`config.mk`:
```
export PLATFORM = sky130hd
export DESIGN_NAME = recognition_reporter
export DESIGN_NICKNAME = d
export VERILOG_FILES = /design/src/rtl/recognition_reporter.sv
export SDC_FILE = /design/constraint.sdc
export NUM_CORES = 1
export LEC_CHECK = 0
export CORE_MARGIN = 4
export CORE_UTILIZATION = 50
export DETAILED_ROUTE_END_ITERATION = 12
export DONT_BUFFER_PORTS = 1
export GPL_TIMING_DRIVEN = 0
export PLACE_DENSITY = 0.66
export SLEW_MARGIN = 20
export SYNTH_ARGS = -nofsm -noshare
export SYNTH_HDL_FRONTEND = slang
export SYNTH_SLANG_ARGS = --single-unit
```
`constraint.sdc`:
```
create_clock -name clk -period 4.7 [get_ports clk]
set_clock_uncertainty 0.2 [all_clocks]
set_input_delay 0.94 -clock clk [delete_from_list [all_inputs] [get_ports clk]]
set_output_delay 0.94 -clock clk [all_outputs]
set_load 0.1 [all_outputs]
```
`src/rtl/recognition_reporter.sv`:
```
// recognition_reporter: formats each recognition result as an ASCII line and streams it to a UART TX
module recognition_reporter #(
    parameter int SPEAKER_NUMBER = 4,
    parameter int DROP_CNT_WIDTH = 8
) (
    input  logic                      clk,
    input  logic                      rst,
    input  logic [2:0]                recognition_result,
    input  logic                      recognition_result_flag,
    input  logic                      tx_ready,
    output logic [7:0]                tx_data,
    output logic                      tx_valid,
    output logic                      busy,
    output logic [2:0]                last_result,
    output logic [DROP_CNT_WIDTH-1:0] drop_cnt
);
    typedef enum logic {IDLE, SEND} state_t;
    state_t r_state, w_next;
    logic [2:0] r_line, r_slot, r_idx, r_last;
    logic r_slot_full;
    logic [DROP_CNT_WIDTH-1:0] r_drop;
    logic w_xfer, w_end, w_open, w_load, w_to_line, w_store, w_drop;
    logic [7:0] w_digit, w_byte;
    assign w_xfer    = (r_state == SEND) & tx_ready;
    assign w_end     = w_xfer & (r_idx == 3'd6);
    // line register is free to take a new result: idle, or the final LF is leaving now
    assign w_open    = (r_state == IDLE) | w_end;
    assign w_load    = w_open & (r_slot_full | recognition_result_flag);
    assign w_to_line = w_open & ~r_slot_full & recognition_result_flag;
    // a slot being drained into the line this cycle can be refilled at the same time
    assign w_store   = recognition_result_flag & ~w_to_line & (~r_slot_full | w_open);
    assign w_drop    = recognition_result_flag & r_slot_full & ~w_open;
    assign w_digit   = (int'({29'b0, r_line}) < SPEAKER_NUMBER) ? 8'h30 + {5'b0, r_line} : 8'h3F;
    assign tx_valid    = r_state == SEND;
    assign tx_data     = tx_valid ? w_byte : 8'h00;
    assign busy        = tx_valid | r_slot_full;
    assign last_result = r_last;
    assign drop_cnt    = r_drop;
    // state register
    always_ff @(posedge clk) begin
        r_state <= rst ? IDLE : w_next;
    end
    // next state: start or chain a line whenever one is loaded, otherwise fall idle after LF
    always_comb begin
        w_next = r_state;
        w_next = w_load ? SEND : (w_end ? IDLE : r_state);
    end
    // byte selection for the current position in the line
    always_comb begin
        w_byte = 8'h00;
        case (r_idx)
            3'd0: w_byte = 8'h53;
            3'd1: w_byte = 8'h50;
            3'd2: w_byte = 8'h4B;
            3'd3: w_byte = 8'h3A;
            3'd4: w_byte = w_digit;
            3'd5: w_byte = 8'h0D;
            3'd6: w_byte = 8'h0A;
            default: w_byte = 8'h00;
        endcase
    end
    // line, pending slot, byte index and statistics
    always_ff @(posedge clk) begin
        if (rst) begin
            r_line      <= 3'b111;
            r_slot      <= 3'b000;
            r_slot_full <= 1'b0;
            r_idx       <= 3'd0;
            r_last      <= 3'b111;
            r_drop      <= '0;
        end else begin
            r_idx       <= w_open ? 3'd0 : (w_xfer ? r_idx + 3'd1 : r_idx);
            r_slot_full <= w_store | (r_slot_full & ~w_open);
            if (w_load)
                r_line <= r_slot_full ? r_slot : recognition_result;
            if (w_store)
                r_slot <= recognition_result;
            if (recognition_result_flag)
                r_last <= recognition_result;
            if (w_drop && r_drop != '1)
                r_drop <= r_drop + 1'b1;
        end
    end
endmodule

```
==> impl_metrics.tcl, run 1 <==
set metrics [dict create \
    rsz0062_at_grt "no" \
    grt_pass1_wl_mm 4.43 \
    clock_sinks 22 \
    fp.dieH_um 58.6 \
    overflow 0 \
    cap_violations 0 \
    first_global_vias 981 \
    htreeDepth 1 \
    synthesis.nets 155 \
    cellPowerDensity_nw_per_um2 280 \
    wl_mm 2.71 \
    final_nets 160 \
    grt_max_degree 12 \
    path_max_fanout 10 \
    ys_top_cells_by_area "dfxtp_1, ha_1, a21oi_1" \
    ys_ff_latch 22 \
    drcViolationCount 0 \
    p_comb_share_pct 20.6 \
    ant_nets 0 \
    p_sw_mw 0.137 \
    ctsLongestPathBuffers 2 \
    report.final.setup_viol 0 \
    synth.top_cell.area_share_pct 34.4 \
    outcome "complete, no violations" \
    final_common_cell "dfxtp_1" \
    post_cts_buffers 0 \
    cp_data_arrival_time_ns 2.86 \
    dr_total_vias 1051 \
    die_area_um2 3430 \
    rows 18 \
    routabilityCongestion 0.793 \
    end_kind "primary output" \
    critPathRequiredTime_ns 3.56 \
    setup_tns_ns 0 \
    vias_per_cell 6.01 \
    n_antenna_cell 0 \
    cts_root_buf "clkbuf_4" \
    ioPinCount 28 \
    slew_headroom_pct 21.1 \
    hold_viol 0 \
    synth_largest_area_cell "dfxtp_1" \
    holdBufCountCts 0 \
    p_leak_nw 0.478 \
    crit_type "register to primary output" \
    clock_latency_ns 0.30 \
    syn_to_final_growth_pct 6.95 \
    dr.pass1.iters 6 \
    grtUsageTotal_pct 16.3 \
    hold_path.class "register to register" \
    max_freq_mhz 250 \
    placedCellCount 172 \
    synth_warnings 0 \
    dp_hpwl_mm 1.97 \
    final-max-slew-violation-count 0 \
    fin_crit_sh_pct 85.1 \
    design.core.area_um2 2450 \
    port_buffers 0 \
    cts_resized 0 \
    clk_pin_slew_ns 0.12 \
    pwr-share-seq_pct 57.2 \
    drtIter0Drc 61 \
    cts_made_buffers 3 \
    worst_slew_pin_slew_ns 1.18 \
    syn_inst 142 \
    yosysSeqAreaShare_pct 34.4 \
    netSwitchingFraction_pct 35.8 \
    initial_core_util_pct 52.1 \
    antenna_found_initial 0 \
    startpoint_type "register" \
    final_cell_mix "dfxtp_1, nand2_1, a21oi_1" \
    avgSynthCellArea_um2 9.01 \
    fin_cells 175 \
    period_needed_ns 4.00 \
    vdd_drop_max_v 0.000215 \
    die_x_um 58.6 \
    avgRoutedWirePerCell_um 15.5 \
    drive_gt1_share_pct 16.6 \
    ys_types 43 \
    power_frac_clock_pct 22.2 \
    netlist_area_um2 1280 \
    power.internal_mw 0.246 \
    cts_tree "yes" \
]
-- metal layers --
metal | vias to the layer above | wire length (um) | global-route usage [%]
met2 | 36 | 1240 | 27.3
met4 | 0 | 33 | 6.15
met5 | - | 0 | 0
met1 | 492 | 1200 | 19.4
met3 | 4 | 234 | 5.48
li1 | 519 | - | -
-- Yosys cell counts, drive strengths merged --
cell type  instances
a211o              6
a211oi             1
a21o               1
a21oi             14
and2               2
and3               1
buf                6
clkbuf             2
conb               1
dfxtp             22
ha                 6
inv                4
mux2               4
mux2i              5
nand2             10
nand2b             6
nand3              5
nand4              3
nand4b             1
nor2               6
nor2b              8
nor3               3
nor3b              1
nor4               3
o2111ai            1
o211a              1
o21a               1
o21ai              6
o311a              1
o31ai              4
o41ai              1
or2                1
or3                1
or4                3
xnor2              1
-- cell type report --
type	count	area, um^2
multi-input combinational	108	800
fill	235	1090
buffer	8	52.6
clock buffer	3	22.5
tap	30	37.5
inverter	4	15.0
sequential	22	440
-- critical path, cell delays in order (launching register included) --
cell	delay, ns
dfxtp_1	1.11
buf_2	0.38
o41ai_2	0.18
a21oi_2	0.89
-- kinds of logic after synthesis --
kind of cell / share of synthesized area [%]
compound gates: 20.5
fa+ha+maj: 5.87
xor+xnor: 0.685
simple gates: 25.5
mux: 7.44
flops: 34.4
buf+inv: 5.28
other cells: 0.293
-- path summary, 6_finish.rpt --
| check | end | slack, ns | cells after the start | startpoint |
|---|---|---|---|---|
| hold reg to reg | r_slot[0] | 0.30 | 2 | r_slot[0] |
| hold / removal | r_slot[0] | 0.30 | 2 | r_slot[0] |
| setup / recovery | tx_data[3] | 0.70 | 3 | tx_valid |
| setup reg to reg | drop_cnt[5] | 2.03 | 5 | drop_cnt[0] |
-- stage by stage --
stage	instance area (um^2)	setup slack, ns	hold WS (ns)	power [mW]	utilization [%]
global route	1370	0.613	0.325	0.400	55.7
global placement	1320	0.445	0.253	0.298	53.6
finish	1370	0.698	0.295	0.383	55.7
floorplan	1280	0.599	0.245	0.291	-
detailed placement	1330	1.01	0.284	0.300	54.2
CTS	1350	0.658	0.302	0.382	55.1
-- sequential cells by signal, summed over array words and instances (netlist names) --
register / count
r_slot: 3
r_slot_full: 1
drop_cnt: 8
r_idx: 3
last_result: 3
r_line: 3
tx_valid: 1
-- power groups by stage --
stage               registers, mW  clock network (mW)  logic (mW)
CTS                         0.219              0.0849      0.0777
finish                      0.219              0.0851      0.0787
global route                0.220              0.0965      0.0838
detailed placement          0.223                   0      0.0773
floorplan                   0.221                   0      0.0696
global placement            0.223                   0      0.0751
No activity file was read; power rests on OpenSTA's default activity.
==> inputs of run 2 (changes only) <==
--- a/config.mk
+++ b/config.mk
@@ -11,6 +11,7 @@
 export DONT_BUFFER_PORTS = 1
 export GPL_TIMING_DRIVEN = 0
 export PLACE_DENSITY = 0.66
+export RECOVER_POWER = 25
 export SLEW_MARGIN = 20
 export SYNTH_ARGS = -nofsm -noshare
 export SYNTH_HDL_FRONTEND = slang
==> run 2 against run 1 <==
  * Non-clock buffer count stayed put
  * Routed wire length is essentially flat
  * Global-route usage unchanged
  * Critical path type unchanged
  * Final cell count stayed put
  * Largest cell class unchanged
  * Clock-buffer cell count unchanged
  * Combinational power is 0.6% lower
  * First-iteration DRC count down 9.8%
  * Total power is 0.35% lower
  * Fmax fell by 3.3%
==> impl_metrics.tcl, run 2 (synthesis gave the netlist of run 1 again) <==
set metrics [dict create \
    drcViolationCount 0 \
    power_mw 0.381 \
    placedCellCount 172 \
    wl_mm 2.71 \
    htreeDepth 1 \
    ant_nets 0 \
    hold_viol 0 \
    hold_path.class "register to register" \
    antenna_found_initial 0 \
    dp_hpwl_mm 1.97 \
    largest_reg_flops 8 \
    first_global_vias 981 \
    fin_cells 175 \
    die_area_um2 3430 \
    outcome "complete, no violations" \
    vias_per_cell 6.01 \
    grt_max_degree 12 \
    cts_tree "yes" \
    cp_data_arrival_time_ns 3.00 \
    fp.dieH_um 58.6 \
    cellPowerDensity_nw_per_um2 283 \
    drtIter0Drc 55 \
    vdd_drop_max_v 0.000211 \
    crit_type "register to primary output" \
    period_needed_ns 4.14 \
    port_buffers 0 \
    fin_crit_sh_pct 88.1 \
    slew_headroom_pct 21.1 \
    cts_root_buf "clkbuf_4" \
    dr_total_vias 1052 \
    setup_ws_ns 0.560 \
    ioPinCount 28 \
    clk_pin_slew_ns 0.12 \
    clock_sinks 22 \
    final_nets 160 \
    avgRoutedWirePerCell_um 15.5 \
    final-max-slew-violation-count 0 \
    syn_to_final_growth_pct 5.58 \
    final_cell_mix "dfxtp_1, a21oi_1, nand2_1" \
    drive_gt1_share_pct 14.5 \
    grt_pass1_wl_mm 4.43 \
    die_x_um 58.6 \
    rows 18 \
    initial_core_util_pct 52.1 \
    critPathRequiredTime_ns 3.56 \
    holdBufCountCts 0 \
    post_cts_buffers 0 \
    rsz0062_at_grt "no" \
    setup_tns_ns 0 \
    n_fill_cell 240 \
    end_kind "primary output" \
    dr.pass1.iters 4 \
    max_freq_mhz 242 \
    fin_util_pct 55.0 \
    report.final.setup_viol 0 \
    overflow 0 \
    grtUsageTotal_pct 16.3 \
    design.core.area_um2 2450 \
    pre_cts_ws_ns 1.01 \
    p_leak_nw 0.473 \
    n_antenna_cell 0 \
    cts_made_buffers 3 \
    routabilityCongestion 0.793 \
    path_max_fanout 10 \
    cts_resized 0 \
    ctsLongestPathBuffers 2 \
    clock_latency_ns 0.30 \
    startpoint_type "register" \
    cap_violations 0 \
    final_common_cell "dfxtp_1" \
    worst_slew_pin_slew_ns 1.18 \
]
-- run 2: cell count changes in the layout (fill, tap and decap cells not counted), sizes merged --
cell / change
buf: -1
clkbuf: +1
-- run 2: power breakdown --
part / switching (mW) / total (mW) / internal [mW]
Combinational: 0.0568 / 0.0782 / 0.0213
Clock: 0.0545 / 0.0844 / 0.0299
Sequential: 0.0249 / 0.219 / 0.194
Total: 0.136 / 0.381 / 0.245
-- run 2: layout make-up --
class | count | area (um^2) | area share (%)
tap | 30 | 37.5 | 2.78
clock buffer | 3 | 22.5 | 1.67
multi-input combinational | 108 | 783 | 58.0
sequential | 22 | 440 | 32.6
buffer | 8 | 51.3 | 3.80
inverter | 4 | 15.0 | 1.11
-- run 2: path summary, 6_finish.rpt --
| check | cells after the start | slack, ns | to | from |
|---|---|---|---|---|
| worst max-delay path | 3 | 0.56 | tx_data[3] | tx_valid |
| worst min-delay path | 2 | 0.29 | r_slot[0] | r_slot[0] |
| worst max register to register | 5 | 2.02 | drop_cnt[5] | drop_cnt[0] |
| worst min register to register | 2 | 0.29 | r_slot[0] | r_slot[0] |
-- run 2: per-stage QoR --
stage                     cell area [um^2]  hold slack (ns)
after CTS                             1350            0.302
after global routing                  1350            0.325
after detailed placement              1330            0.284
after global placement                1320            0.253
final                                 1350            0.295
after floorplan                       1280            0.245
-- run 2: metal layers --
layer	share of wire [%]	global-route usage, %	vias up	wire length [um]
met3	7.2	5.48	4	196
met5	0	0	-	0
met2	47	27.3	29	1270
met1	45	19.4	497	1210
li1	-	-	522	-
met4	1.2	6.15	0	32
-- run 2: critical path, stage by stage, from the launching register on --
cell and delay [ns]:
dfxtp_1 1.09, clkbuf_1 0.44, o41ai_2 0.25, a21oi_2 0.90
==> inputs of run 3 (changes only) <==
--- a/config.mk
+++ b/config.mk
@@ -5,7 +5,6 @@
 export SDC_FILE = /design/constraint.sdc
 export NUM_CORES = 1
 export LEC_CHECK = 0
-export CORE_MARGIN = 4
 export CORE_UTILIZATION = 50
 export DETAILED_ROUTE_END_ITERATION = 12
 export DONT_BUFFER_PORTS = 1
==> run 3 against run 2 <==
  * Utilization rose by 3.5 points
  * Final cell count fell by 1.1%
  * Register-to-register slack improved by 0.02 ns
  * Critical path depth did not move
  * Critical path type unchanged
  * Combinational power rose by 0.5%
  * Highest routed layer unchanged
  * Largest power group unchanged
  * First-iteration DRC count fell by 69%
  * Die area fell by 19%
  * Total power rose by 0.23%
  * Clock-buffer cell count did not move
==> impl_metrics.tcl, run 3 (synthesis gave the netlist of run 1 again) <==
set metrics [dict create \
    drcViolationCount 0 \
    clock_latency_ns 0.30 \
    pwr-share-seq_pct 57.2 \
    ioPinCount 28 \
    drive_gt1_share_pct 14.5 \
    clk_pin_slew_ns 0.12 \
    netSwitchingFraction_pct 35.8 \
    n_fill_cell 219 \
    cellPowerDensity_nw_per_um2 282 \
    fp.dieH_um 52.6 \
    rows 17 \
    fin_crit_sh_pct 88.1 \
    hold_viol 0 \
    slew_headroom_pct 21.8 \
    final_cell_mix "dfxtp_1, a21oi_1, nand2_1" \
    avgRoutedWirePerCell_um 15.0 \
    worstHoldStart "r_slot[0]" \
    cp_data_arrival_time_ns 3.00 \
    grt_pass1_wl_mm 4.24 \
    crit_type "register to primary output" \
    cap_violations 0 \
    syn_to_final_growth_pct 5.97 \
    initial_core_util_pct 55.2 \
    final-max-slew-violation-count 0 \
    routabilityCongestion 0.775 \
    report.final.setup_viol 0 \
    ant_nets 0 \
    htreeDepth 1 \
    p_sw_mw 0.137 \
    port_buffers 0 \
    first_global_vias 963 \
    p_leak_nw 0.474 \
    cts_made_buffers 3 \
    end_kind "primary output" \
    n_antenna_cell 0 \
    ctsLongestPathBuffers 2 \
    vdd_drop_max_v 0.000261 \
    die_area_um2 2760 \
    rsz0062_at_grt "no" \
    dr.pass1.iters 4 \
    largest_reg_flops 8 \
    crit_start "tx_valid" \
    r2r_start "drop_cnt[0]" \
    power_mw 0.382 \
    dr_total_vias 1044 \
    cts_tree "yes" \
    dp_hpwl_mm 1.94 \
    design.core.area_um2 2320 \
    post_cts_buffers 0 \
    worst_slew_pin_slew_ns 1.17 \
    drtIter0Drc 17 \
    antenna_found_initial 0 \
    wl_mm 2.60 \
    cts_resized 0 \
    cts_root_buf "clkbuf_4" \
    grt_max_degree 12 \
    outcome "complete, no violations" \
    power.internal_mw 0.245 \
    die_x_um 52.6 \
    power_frac_clock_pct 22.3 \
    overflow 0 \
    startpoint_type "register" \
    vias_per_cell 6.03 \
    setup_tns_ns 0 \
    path_max_fanout 10 \
    p_comb_share_pct 20.6 \
    critPathRequiredTime_ns 3.56 \
    final_common_cell "dfxtp_1" \
    max_freq_mhz 242 \
    final_nets 160 \
    grtUsageTotal_pct 21.3 \
    hold_path.class "register to register" \
    period_needed_ns 4.14 \
    holdBufCountCts 0 \
    clock_sinks 22 \
]
[run 3: cell counts in the layout (fill, tap and decap cells not counted)]
No cell type changed its count.
[run 3: critical path, cell delays in order, from the launching register on]
cell,delay [ns]
dfxtp_1,1.09
clkbuf_1,0.43
o41ai_2,0.27
a21oi_2,0.90
[run 3: final timing paths]
kind / to / slack [ns] / cells past startpoint
setup / recovery: tx_data[1] / 0.56 / 3
hold / removal: r_slot[0] / 0.28 / 2
setup reg to reg: drop_cnt[5] / 2.04 / 5
hold reg to reg: r_slot[0] / 0.28 / 2
[run 3: final cells by class]
type,count,area [um^2],area share [%]
Inverter,4,15.0,1.11
Sequential cell,22,440,32.5
Multi-Input combinational cell,108,791,58.4
Tap cell,28,35.0,2.59
Buffer,8,51.3,3.79
Clock buffer,3,22.5,1.66
[run 3: metal layers]
| metal | wire length, um | up-vias | track usage, % |
|---|---|---|---|
| li1 | - | 523 | - |
| met1 | 1180 | 487 | 26.1 |
| met2 | 1230 | 30 | 34.8 |
| met3 | 145 | 4 | 4.35 |
| met4 | 50 | 0 | 11.0 |
| met5 | 0 | - | 0 |
[run 3: stage by stage]
stage                     instances  utilization, %  instance area, um^2  setup WS, ns  hold WS, ns
final                           173            58.4                 1360         0.561        0.281
after global routing            173            58.4                 1360         0.458        0.309
after CTS                       173            58.2                 1350         0.664        0.284
after detailed placement        170            57.3                 1330          1.02        0.264
after global placement          170            56.7                 1310         0.452        0.253
after floorplan                 142               -                 1280         0.599        0.245
[run 3: power groups by stage]
| stage | clock, mW | combinational, mW | sequential, mW |
|---|---|---|---|
| finish | 0.0851 | 0.0786 | 0.219 |
| global route | 0.0949 | 0.0834 | 0.220 |
| CTS | 0.0890 | 0.0777 | 0.219 |
| detailed placement | 0 | 0.0774 | 0.223 |
| global placement | 0 | 0.0750 | 0.223 |
| floorplan | 0 | 0.0696 | 0.221 |
